### src/rtl/branch_resolve_unit.sv
// Branch resolution for the 5-stage MIPS core: carries the D-stage prediction
// through E/M, resolves the condition in E, trains the predictor and redirects fetch.
module branch_resolve_unit #(
  parameter int CNT_W = 32
) (
  input  logic             clk,
  input  logic             rst,
  input  logic             stallE,
  input  logic             stallM,
  input  logic             flushE,
  input  logic             flushM,
  input  logic             branchD,
  input  logic [2:0]       branch_typeD,
  input  logic             pred_takeD,
  input  logic [31:0]      pcD,
  input  logic [31:0]      branch_targetD,
  input  logic [31:0]      srcaE,
  input  logic [31:0]      srcbE,
  input  logic             redirect_ready,
  output logic             branchM,
  output logic             actual_takeM,
  output logic [31:0]      pcM,
  output logic             mispredictM,
  output logic             flush_frontend,
  output logic             redirect_valid,
  output logic [31:0]      redirect_pc,
  output logic [CNT_W-1:0] br_count,
  output logic [CNT_W-1:0] mispred_count,
  output logic             dbg_state
);

  typedef enum logic {S_IDLE = 1'b0, S_WAIT = 1'b1} state_t;

  localparam logic [CNT_W-1:0] CNT_ONE = CNT_W'(1);

  logic        e_valid_q, e_valid_d, e_pred_q, e_pred_d;
  logic [2:0]  e_type_q, e_type_d;
  logic [31:0] e_pc_q, e_pc_d, e_tgt_q, e_tgt_d;
  logic        m_valid_q, m_valid_d, m_pred_q, m_pred_d, m_take_q, m_take_d;
  logic [31:0] m_pc_q, m_pc_d, m_tgt_q, m_tgt_d;
  state_t      state_q;
  logic [31:0] rpc_q;
  logic [CNT_W-1:0] br_cnt_q, mis_cnt_q;

  logic        take_e, commit, mis_now, in_wait;
  logic [31:0] calc_pc;

  always_comb begin
    take_e = 1'b0;
    case (e_type_q)
      3'b000:  take_e = (srcaE == srcbE);
      3'b001:  take_e = (srcaE != srcbE);
      3'b010:  take_e = ($signed(srcaE) <= 0);
      3'b011:  take_e = ($signed(srcaE) > 0);
      3'b100:  take_e = ($signed(srcaE) < 0);
      3'b101:  take_e = ($signed(srcaE) >= 0);
      default: take_e = 1'b0;
    endcase
  end

  // A D-stage instruction seen while the front end is squashed is wrong-path.
  always_comb begin
    e_valid_d = e_valid_q;
    e_type_d  = e_type_q;
    e_pred_d  = e_pred_q;
    e_pc_d    = e_pc_q;
    e_tgt_d   = e_tgt_q;
    if (flushE) begin
      e_valid_d = 1'b0;
    end else if (!stallE) begin
      e_valid_d = branchD & ~flush_frontend;
      e_type_d  = branch_typeD;
      e_pred_d  = pred_takeD;
      e_pc_d    = pcD;
      e_tgt_d   = branch_targetD;
    end
  end

  always_comb begin
    m_valid_d = m_valid_q;
    m_pred_d  = m_pred_q;
    m_take_d  = m_take_q;
    m_pc_d    = m_pc_q;
    m_tgt_d   = m_tgt_q;
    if (flushM) begin
      m_valid_d = 1'b0;
    end else if (!stallM) begin
      if (stallE) begin
        m_valid_d = 1'b0;
      end else begin
        m_valid_d = e_valid_q;
        m_pred_d  = e_pred_q;
        m_take_d  = take_e;
        m_pc_d    = e_pc_q;
        m_tgt_d   = e_tgt_q;
      end
    end
  end

  always_ff @(posedge clk) begin
    if (rst) begin
      e_valid_q <= 1'b0;
      e_type_q  <= 3'b000;
      e_pred_q  <= 1'b0;
      e_pc_q    <= 32'd0;
      e_tgt_q   <= 32'd0;
      m_valid_q <= 1'b0;
      m_pred_q  <= 1'b0;
      m_take_q  <= 1'b0;
      m_pc_q    <= 32'd0;
      m_tgt_q   <= 32'd0;
    end else begin
      e_valid_q <= e_valid_d;
      e_type_q  <= e_type_d;
      e_pred_q  <= e_pred_d;
      e_pc_q    <= e_pc_d;
      e_tgt_q   <= e_tgt_d;
      m_valid_q <= m_valid_d;
      m_pred_q  <= m_pred_d;
      m_take_q  <= m_take_d;
      m_pc_q    <= m_pc_d;
      m_tgt_q   <= m_tgt_d;
    end
  end

  // Not-taken resumes past the delay slot, which stays live in E.
  assign commit  = m_valid_q & ~stallM;
  assign mis_now = commit & (m_pred_q ^ m_take_q);
  assign calc_pc = m_take_q ? m_tgt_q : (m_pc_q + 32'd8);
  assign in_wait = (state_q == S_WAIT);

  always_ff @(posedge clk) begin
    if (rst) begin
      state_q <= S_IDLE;
      rpc_q   <= 32'd0;
    end else begin
      case (state_q)
        S_IDLE: if (mis_now && !redirect_ready) begin
          state_q <= S_WAIT;
          rpc_q   <= calc_pc;
        end
        S_WAIT: if (redirect_ready) state_q <= S_IDLE;
        default: state_q <= S_IDLE;
      endcase
    end
  end

  always_ff @(posedge clk) begin
    if (rst) begin
      br_cnt_q  <= '0;
      mis_cnt_q <= '0;
    end else begin
      if (commit && (br_cnt_q != '1))   br_cnt_q  <= br_cnt_q + CNT_ONE;
      if (mis_now && (mis_cnt_q != '1)) mis_cnt_q <= mis_cnt_q + CNT_ONE;
    end
  end

  assign branchM        = commit;
  assign actual_takeM   = m_take_q;
  assign pcM            = m_pc_q;
  assign mispredictM    = mis_now;
  assign redirect_valid = in_wait | mis_now;
  assign flush_frontend = in_wait | mis_now;
  assign redirect_pc    = in_wait ? rpc_q : (mis_now ? calc_pc : 32'd0);
  assign br_count       = br_cnt_q;
  assign mispred_count  = mis_cnt_q;
  assign dbg_state      = in_wait;

endmodule

### config.mk
export PLATFORM = sky130hd
export DESIGN_NAME = branch_resolve_unit
export DESIGN_NICKNAME = d
export VERILOG_FILES = /design/src/rtl/branch_resolve_unit.sv
export SDC_FILE = /design/constraint.sdc
export NUM_CORES = 1
export LEC_CHECK = 0
export CAP_MARGIN = 10
export CORE_MARGIN = 10
export CORE_UTILIZATION = 40
export CTS_CLUSTER_DIAMETER = 120
export DETAILED_ROUTE_END_ITERATION = 7
export DONT_BUFFER_PORTS = 1
export HOLD_SLACK_MARGIN = 0.05
export PLACE_DENSITY = 0.53
export SLEW_MARGIN = 20
export SYNTH_ARGS = -nofsm -noshare
export SYNTH_HDL_FRONTEND = slang
export SYNTH_SLANG_ARGS = --single-unit
export TNS_END_PERCENT = 5
### constraint.sdc
create_clock -name clk -period 2.09 [get_ports clk]
set_input_delay 0.418 -clock clk [delete_from_list [all_inputs] [get_ports clk]]
set_output_delay 0.418 -clock clk [all_outputs]
set_load 0.005 [all_outputs]
# [Word level (Yosys, flattened, before mapping)]
# Index checks and enable logic that the tools add are counted.
[op_classes] n_addsub=3 multipliers=0 div=0 n_lt_le_gt_ge=4 eq_ne=9 n_shift=0 muxes=8 bitwise=11 n_reduce_logical=10
[ops] operator="two-way mux 32 bit" count=3
[ops] operator="adder 32 x 1 -> 32 bit, second input constant" count=2
[ops] operator="inequality test 32 bit, second input constant" count=2
[ops] operator="adder 32 x 4 -> 32 bit, second input constant" count=1
[ops] operator="== test 32 bit" count=1
[ops] operator="greater-or-equal comparator 32 x 1 -> 1 bit, second input constant" count=1
[ops] operator="> comparator 32 x 1 -> 1 bit, second input constant" count=1
[ops] operator="<= comparator 32 x 1 -> 1 bit, second input constant" count=1
[ops] operator="< comparator 32 x 1 -> 1 bit, second input constant" count=1
[ops] operator="inequality test 32 bit" count=1
[ops] operator="== test 3 x 2 -> 1 bit, second input constant" count=2
[ops] operator="== test 3 bit, second input constant" count=2
[ops] operator="NOT 1 bit" count=6
[ops] operator="case mux 1 bit (6 select lines)" count=1
[ops] operator="AND reduction 2 bit" count=2
[ops] operator="OR reduction 2 bit" count=2
[ops] operator="bitwise AND 1 bit" count=3
[ops] operator="== test 3 x 1 -> 1 bit, second input constant" count=1
[ops] operator="logical AND 1 bit" count=3
[ops] operator="zero test 3 bit" count=1
[ops] operator="two-way mux 1 bit" count=3
[ops] operator="AND reduction 3 bit" count=1
[ops] operator="case mux 1 bit (2 select lines)" count=1
[ops] operator="zero test 1 bit" count=1
[ops] operator="2 further kinds" count=2
[totals] register_bits=233 latch_bits=0 mem_bits_rw=0 romBits=0 input_bits=140 output_inout_bits=134 word_cells=59 mem_count=0

# [Longest topological paths before layout]
# Gate-level depths: netlist of run 1.
[logic_depth] word_depth=6 depth_mapped=9 depth_no_buf=8

# [Worst setup path after synthesis of run 1]
# No wires, ideal clock.
[synth_path] kind="register -> output" from="register m_pc_q[3] (netlist: pcM[3])" to="output redirect_pc[25]" arrival_time_ns=1.966 t_required_ns=1.672 slack_ns=-0.294 path_stages_with_launch=8 n_path_buf=0 path_cell_list="dfxtp_1 -> ha_1 -> nand4_1 -> or2_2 -> nor3_1 -> xor2_1 -> nor2_1 -> o41ai_2"
[synth_between] elab_chain_cells=4
[synth_rtl] item="start, declared" line_no="40" source="logic [31:0] m_pc_q, m_pc_d, m_tgt_q, m_tgt_d;"
[synth_rtl] item="start signal, assigned" line_no="121" source="m_pc_q <= m_pc_d;"
[synth_rtl] item="adder 32 x 4 -> 32 bit" line_no="129" source="assign calc_pc = m_take_q ? m_tgt_q : (m_pc_q + 32'd8);"
[synth_rtl] item="two-way mux 32 bit" line_no="129"
[synth_rtl] item="two-way mux 32 bit (2 in a row)" line_no="164" source="assign redirect_pc = in_wait ? rpc_q : (mis_now ? calc_pc : 32'd0);"
[synth_rtl] item="end, declared" line_no="26" source="output logic [31:0] redirect_pc,"
# No other way between the ends.

# [Final worst setup path of run 1]
[layout_path] from="register m_pc_q[14] (netlist: pcM[14])" to="output redirect_pc[25]"
# The elaborated chain is that of the path after synthesis.

==> qor.csv, run 1 <==
metric,value,unit
Mean Syn Cell Area,7.90,um2
ys flop type,dfxtp_1,
H-tree levels,1,
sequential share of power,0.468,
Reg2Reg Depth,8,
Row Count,60,
Final WS setup,-0.830,ns
Clk pwr share,0.468,
worst skew pair latency,0.54,ns
DRC viols,0,
Post-Syn Nets,1509,
Post-Synth Simple-Gate Area,0.288,
relative slew slack,0.464,
initial antenna violation count,0,
Ant. Diodes,0,
post-synthesis xor/xnor area fraction,0.0860,
vias,10700,
Die Wd,184,um
"Setup Fix Bufs, Post-CTS",0,
I/O Buffers,0,
Hold Crit Depth,2,
Highest Clock Rate,0.342,GHz
Initial Util,0.404,
Max VDD drop,523,uV
vias in the first global route,10500,
routability cong.,0.851,
Filler cells,2459,
CTS buffer count,27,
WL/cell,18.7,um
final wirelength,38100,um
clock slew at reported path FFs,0.06,ns
Synth Area in Compound Gates,0.137,
"Seq/Total Area, Yosys",0.432,
io pins,274,
Leak,6.06,nW
Final HPWL DP,25600,um
CTS sink cnt,233,
#FFs+latches synth,233,
CTS Root Cell,clkbuf_16,
Pint,7.53,mW
NetSw,2.21,mW
# setup viols final,32,
RSZ-0062 raised after global routing,yes,
top-area cell type share of the netlist area,0.432,
total gr overflow,0,
nets@finish,1819,
Async SR Flop Fraction,0,
Netlist cell types,57,
Worst Hold Class,in2reg,
GR Util All Layers,0.215,
worst hold slack,0.113,ns
status,finished with violations,
minimum clock period,2.92,ns
dpl ws,-0.361,ns
height of the die,184,um
layout cells sized above 1,0.171,
first-pass detailed-route iteration total,6,
cell with the most instances after synthesis,nand2_1,
CTS tree,done,
Final Slew Violations,0,
largest net degree at the start of global routing,154,
sw frac,0.227,
Antenna Nets Post-Route,0,
area delta synth->final,42.0,%
list of most frequent post-synthesis cells,"nand2_1, dfxtp_1, a21oi_1, nor2_1, clkbuf_1",
CP arrival,2.50,ns
fraction of synthesized area in multiplexers,0.0125,
Power per Cell Area,636,nW/um2
worst clock skew,0.0187,ns
Vias/cell,5.26,
main combinational cell family by area after synthesis,simple AND/OR/NAND/NOR gates,
die area,34000,um2
area of the core,26700,um2
Setup crit end kind,primary output,
largest cells by area after synthesis,"dfxtp_1, nand2_1, a21oi_1",
Clock Tree Buf Depth,3,
YS warnings,0,
Final Hold Fails,0,
type of the worst setup path,reg2out,
first-pass GRT wire length,59100,um
largest area contributor in the netlist,dfxtp_1,
Iteration-0 DRC Markers,550,
Crit Path Max Fanout,4,
CP max stage cell,or4_4,
Worst-Margin Slew,0.804,ns
failing checks,negative setup slack,
Slowest Stage Delay on Critical Path,0.62,ns
CP Launch Type,register,
"EDFF count, synth",0,
final instance area,15300,um2
post-synthesis adder-cell area fraction,0.00348,
Max Cap Viol,0,
Mapped Area,10800,um2
fin crit share,1.40,
Post-Syn Instances,1366,
Critical Path RT,1.67,ns
crit-path cells,"nand4_2, or4_4, nor3_2, xor2_1, nor2_1, o41ai_2, buf_4",
placed cell area,12300,um2
combinational power share,0.064,
-- power groups by stage --
| stage | logic [mW] | clock network [mW] | registers, mW |
|---|---|---|---|
| final | 0.624 | 4.56 | 4.56 |
| after CTS | 0.614 | 4.66 | 4.56 |
| after global routing | 0.684 | 4.84 | 4.56 |
| after global placement | 0.373 | 0 | 4.65 |
| after detailed placement | 0.379 | 0 | 4.65 |
| after floorplan | 0.328 | 0 | 4.65 |
-- timing repair --
item / in CTS / in global routing
gates resized for setup: 31 / 16
hold buffers: 192 / 0
pin swaps: 8 / 7
hold endpoints to repair: 219 / 0
endpoints found under the setup margin: 35 / 58
-- layout by cell type, fill, tap and decap left out, drive strengths merged, types with 16 or more instances in the layout --
cell type	Yosys	layout
nand2	350	350
dfxtp	233	233
dlygate4sd3	0	191
buf	12	175
a21oi	164	164
nor2	92	92
xor2	63	63
xnor2	43	43
clkbuf	73	42
nand3	39	39
nand4	35	35
nor4	29	29
o21ai	27	27
o41ai	24	24
nor3	22	22
and3	17	17
nor2b	16	16
-- final timing paths --
kind	slack (ns)	startpoint	to
max reg2reg	0.05	pcM[3]	rpc_q[29]
min reg2reg	0.45	rpc_q[17]	rpc_q[17]
max	-0.83	pcM[14]	redirect_pc[25]
min	0.11	stallE	e_valid_q
-- area by class of cell --
type | count | area (um2) | area share
Clock buffer | 42 | 833 | 0.0544
Clock inverter | 3 | 18.8 | 0.00122
Sequential cell | 233 | 4690 | 0.306
Tap cell | 341 | 427 | 0.0278
Inverter | 11 | 41.3 | 0.00269
Multi-Input combinational cell | 1037 | 5960 | 0.389
Timing Repair Buffer | 366 | 3360 | 0.219
-- kinds of logic after synthesis --
group                      count (synthesis)
AOI/OAI and AO/OA                        249
buffers and inverters                     96
DFF                                      233
muxes                                     13
adders and majority gates                  3
and+or+nand+nor                          666
xor gates and xnor gates                 106
-- critical path: cells and delay by family (launching register included) --
family	cells	cell delay, ns
AOI/OAI and AO/OA	1	0.28
xor gates and xnor gates	1	0.19
buffers and inverters	1	0.18
DFF	1	0.34
and+or+nand+nor	4	0.96
-- sequential cells by signal, indices dropped and copies added, names as in the netlist --
signal         count
actual_takeM       1
br_count          32
dbg_state          1
e_pc_q            32
e_pred_q           1
e_tgt_q           32
e_type_q           3
e_valid_q          1
m_pred_q           1
m_tgt_q           32
m_valid_q          1
mispred_count     32
pcM               32
rpc_q             32
-- metrics by stage --
stage | power (mW) | setup TNS [ns] | util | cells
after floorplan | 4.97 | -0.353 | - | 1366
after global placement | 5.03 | -4.09 | 0.461 | 1796
after detailed placement | 5.03 | -4.76 | 0.461 | 1796
after CTS | 9.84 | -17.75 | 0.571 | 2033
after global routing | 10.1 | -21.00 | 0.573 | 2033
final | 9.74 | -16.44 | 0.573 | 2033
-- layer usage --
layer	vias to the layer above	GRT usage	wire, um	share of wire
met4	0	0.0547	813	0.021
li1	5311	-	-	-
met5	-	0	0	0
met3	55	0.0583	3080	0.081
met2	310	0.364	18100	0.48
met1	5008	0.264	16100	0.42
No activity file was read; power rests on OpenSTA's default activity.
==> inputs of run 2 (changes only) <==
- HOLD_SLACK_MARGIN: 0.05 -> 0.12
==> run 2 against run 1 <==
Maximum frequency up 0.13%. The run still ends with negative setup slack left. Largest power group is now clock. Core utilization is 0.23 points higher. Count of clock-buffer cells in the layout is the same. Global-route usage down 0.30 points. First-iteration DRC count increased by 5.1%. Setup slack better by 0.0039 ns. Die area unchanged. Cell area rose by 0.40%.
==> qor.csv, run 2 (synthesis gave the netlist of run 1 again) <==
metric,value,unit
status,finished with violations,
failing checks,negative setup slack,
Final WS setup,-0.826,ns
Highest Clock Rate,0.343,GHz
WL/cell,18.6,um
Initial Util,0.404,
worst hold slack,0.127,ns
layout cells sized above 1,0.170,
area delta synth->final,42.5,%
CP arrival,2.50,ns
CTS buffer count,27,
Final HPWL DP,25600,um
"Setup Fix Bufs, Post-CTS",0,
area of the core,26700,um2
most frequent cells in the layout,"nand2_1, dfxtp_1, dlygate4sd3_1, a21oi_1, buf_4",
# setup viols final,32,
Leak,6.10,nW
Critical Path RT,1.67,ns
fin crit share,1.40,
Ant. Diodes,0,
Final Hold Fails,0,
initial antenna violation count,0,
Die Wd,184,um
Final Slew Violations,0,
Clock Tree Buf Depth,3,
CP Launch Type,register,
Crit Path Max Fanout,4,
minimum clock period,2.92,ns
die area,34000,um2
Row Count,60,
vias in the first global route,10500,
Worst-Margin Slew,0.810,ns
Antenna Nets Post-Route,0,
nets@finish,1826,
worst skew pair latency,0.54,ns
final instance area,15400,um2
Max Cap Viol,0,
I/O Buffers,0,
largest net degree at the start of global routing,249,
total gr overflow,0,
first-pass detailed-route iteration total,5,
relative slew slack,0.460,
Max VDD drop,516,uV
dpl ws,-0.361,ns
Power per Cell Area,634,nW/um2
CTS sink cnt,233,
Vias/cell,5.24,
CTS Root Cell,clkbuf_16,
DRC viols,0,
type of the worst setup path,reg2out,
placed cell area,12300,um2
io pins,274,
Reg2Reg Depth,8,
CTS tree,done,
Setup crit end kind,primary output,
Iteration-0 DRC Markers,578,
worst clock skew,0.0171,ns
"commonest non-fill, non-tap cell in the layout",nand2_1,
total power,9.75,mW
Filler cells,2457,
RSZ-0062 raised after global routing,yes,
height of the die,184,um
vias,10700,
routability cong.,0.851,
clock slew at reported path FFs,0.06,ns
H-tree levels,1,
GR Util All Layers,0.212,
first-pass GRT wire length,58600,um
final wirelength,37900,um
Worst Hold Class,in2reg,
Hold Crit Depth,3,
-- run 2: changes by cell type in the layout (fill, tap and decap cells not counted), sizes merged --
cell | before | now
dlygate4sd3 | 191 | 198
-- run 2: metal layers --
layer | track usage | part of all wire | vias to the layer above
li1 | - | - | 5325
met1 | 0.259 | 0.42 | 4980
met2 | 0.359 | 0.47 | 329
met3 | 0.0583 | 0.084 | 55
met4 | 0.0521 | 0.021 | 0
met5 | 0 | 0 | -
-- run 2: worst max-delay path, stage by stage, from the launching register on --
cell and delay [ns]:
dfxtp_2 0.35, ha_4 0.13, nand4_1 0.22, or2_4 0.35
nor4_4 0.22, xor2_1 0.16, nor2_1 0.08, o41ai_2 0.28
buf_4 0.18
-- run 2: repair_timing --
item | 4_1_cts | 5_1_grt
pin swaps | 8 | 4
resized for setup | 31 | 14
hold buffers | 197 | 2
endpoints found under the hold margin | 227 | 88
endpoints found under the setup margin | 35 | 57
-- run 2: layout make-up --
type                    instances  area (um2)  area share
multi-input cells            1037        5950       0.387
flip-flops and latches        233        4690       0.305
repair buffers                373        3430       0.223
clock buffers                  42         833      0.0542
well taps                     341         427      0.0277
inverters                      11        41.3     0.00268
clock inverters                 3        18.8     0.00122
-- run 2: power by group --
part / switching [mW] / total, mW / internal (mW)
clock: 1.86 / 4.57 / 2.71
sequential: 0.0436 / 4.56 / 4.51
combinational: 0.308 / 0.622 / 0.314
total: 2.21 / 9.75 / 7.53
-- run 2: through the flow --
stage,setup TNS (ns),utilization,std cells
floorplan,-0.353,-,1366
global placement,-4.09,0.461,1796
detailed placement,-4.76,0.461,1796
CTS,-17.75,0.572,2038
global route,-21.07,0.576,2040
finish,-16.35,0.576,2040
-- run 2: path summary, 6_finish.rpt --
kind,slack [ns],startpoint,to
setup / recovery,-0.83,pcM[3],redirect_pc[29]
hold / removal,0.13,stallE,e_valid_q
setup reg to reg,0.05,pcM[3],rpc_q[27]
hold reg to reg,0.45,rpc_q[17],rpc_q[17]
==> inputs of run 3 (changes only) <==
- SLEW_MARGIN: 20 -> 0
==> results of run 3 <==
Same layout as run 2: the final DEF is identical, and so are final timing and power.
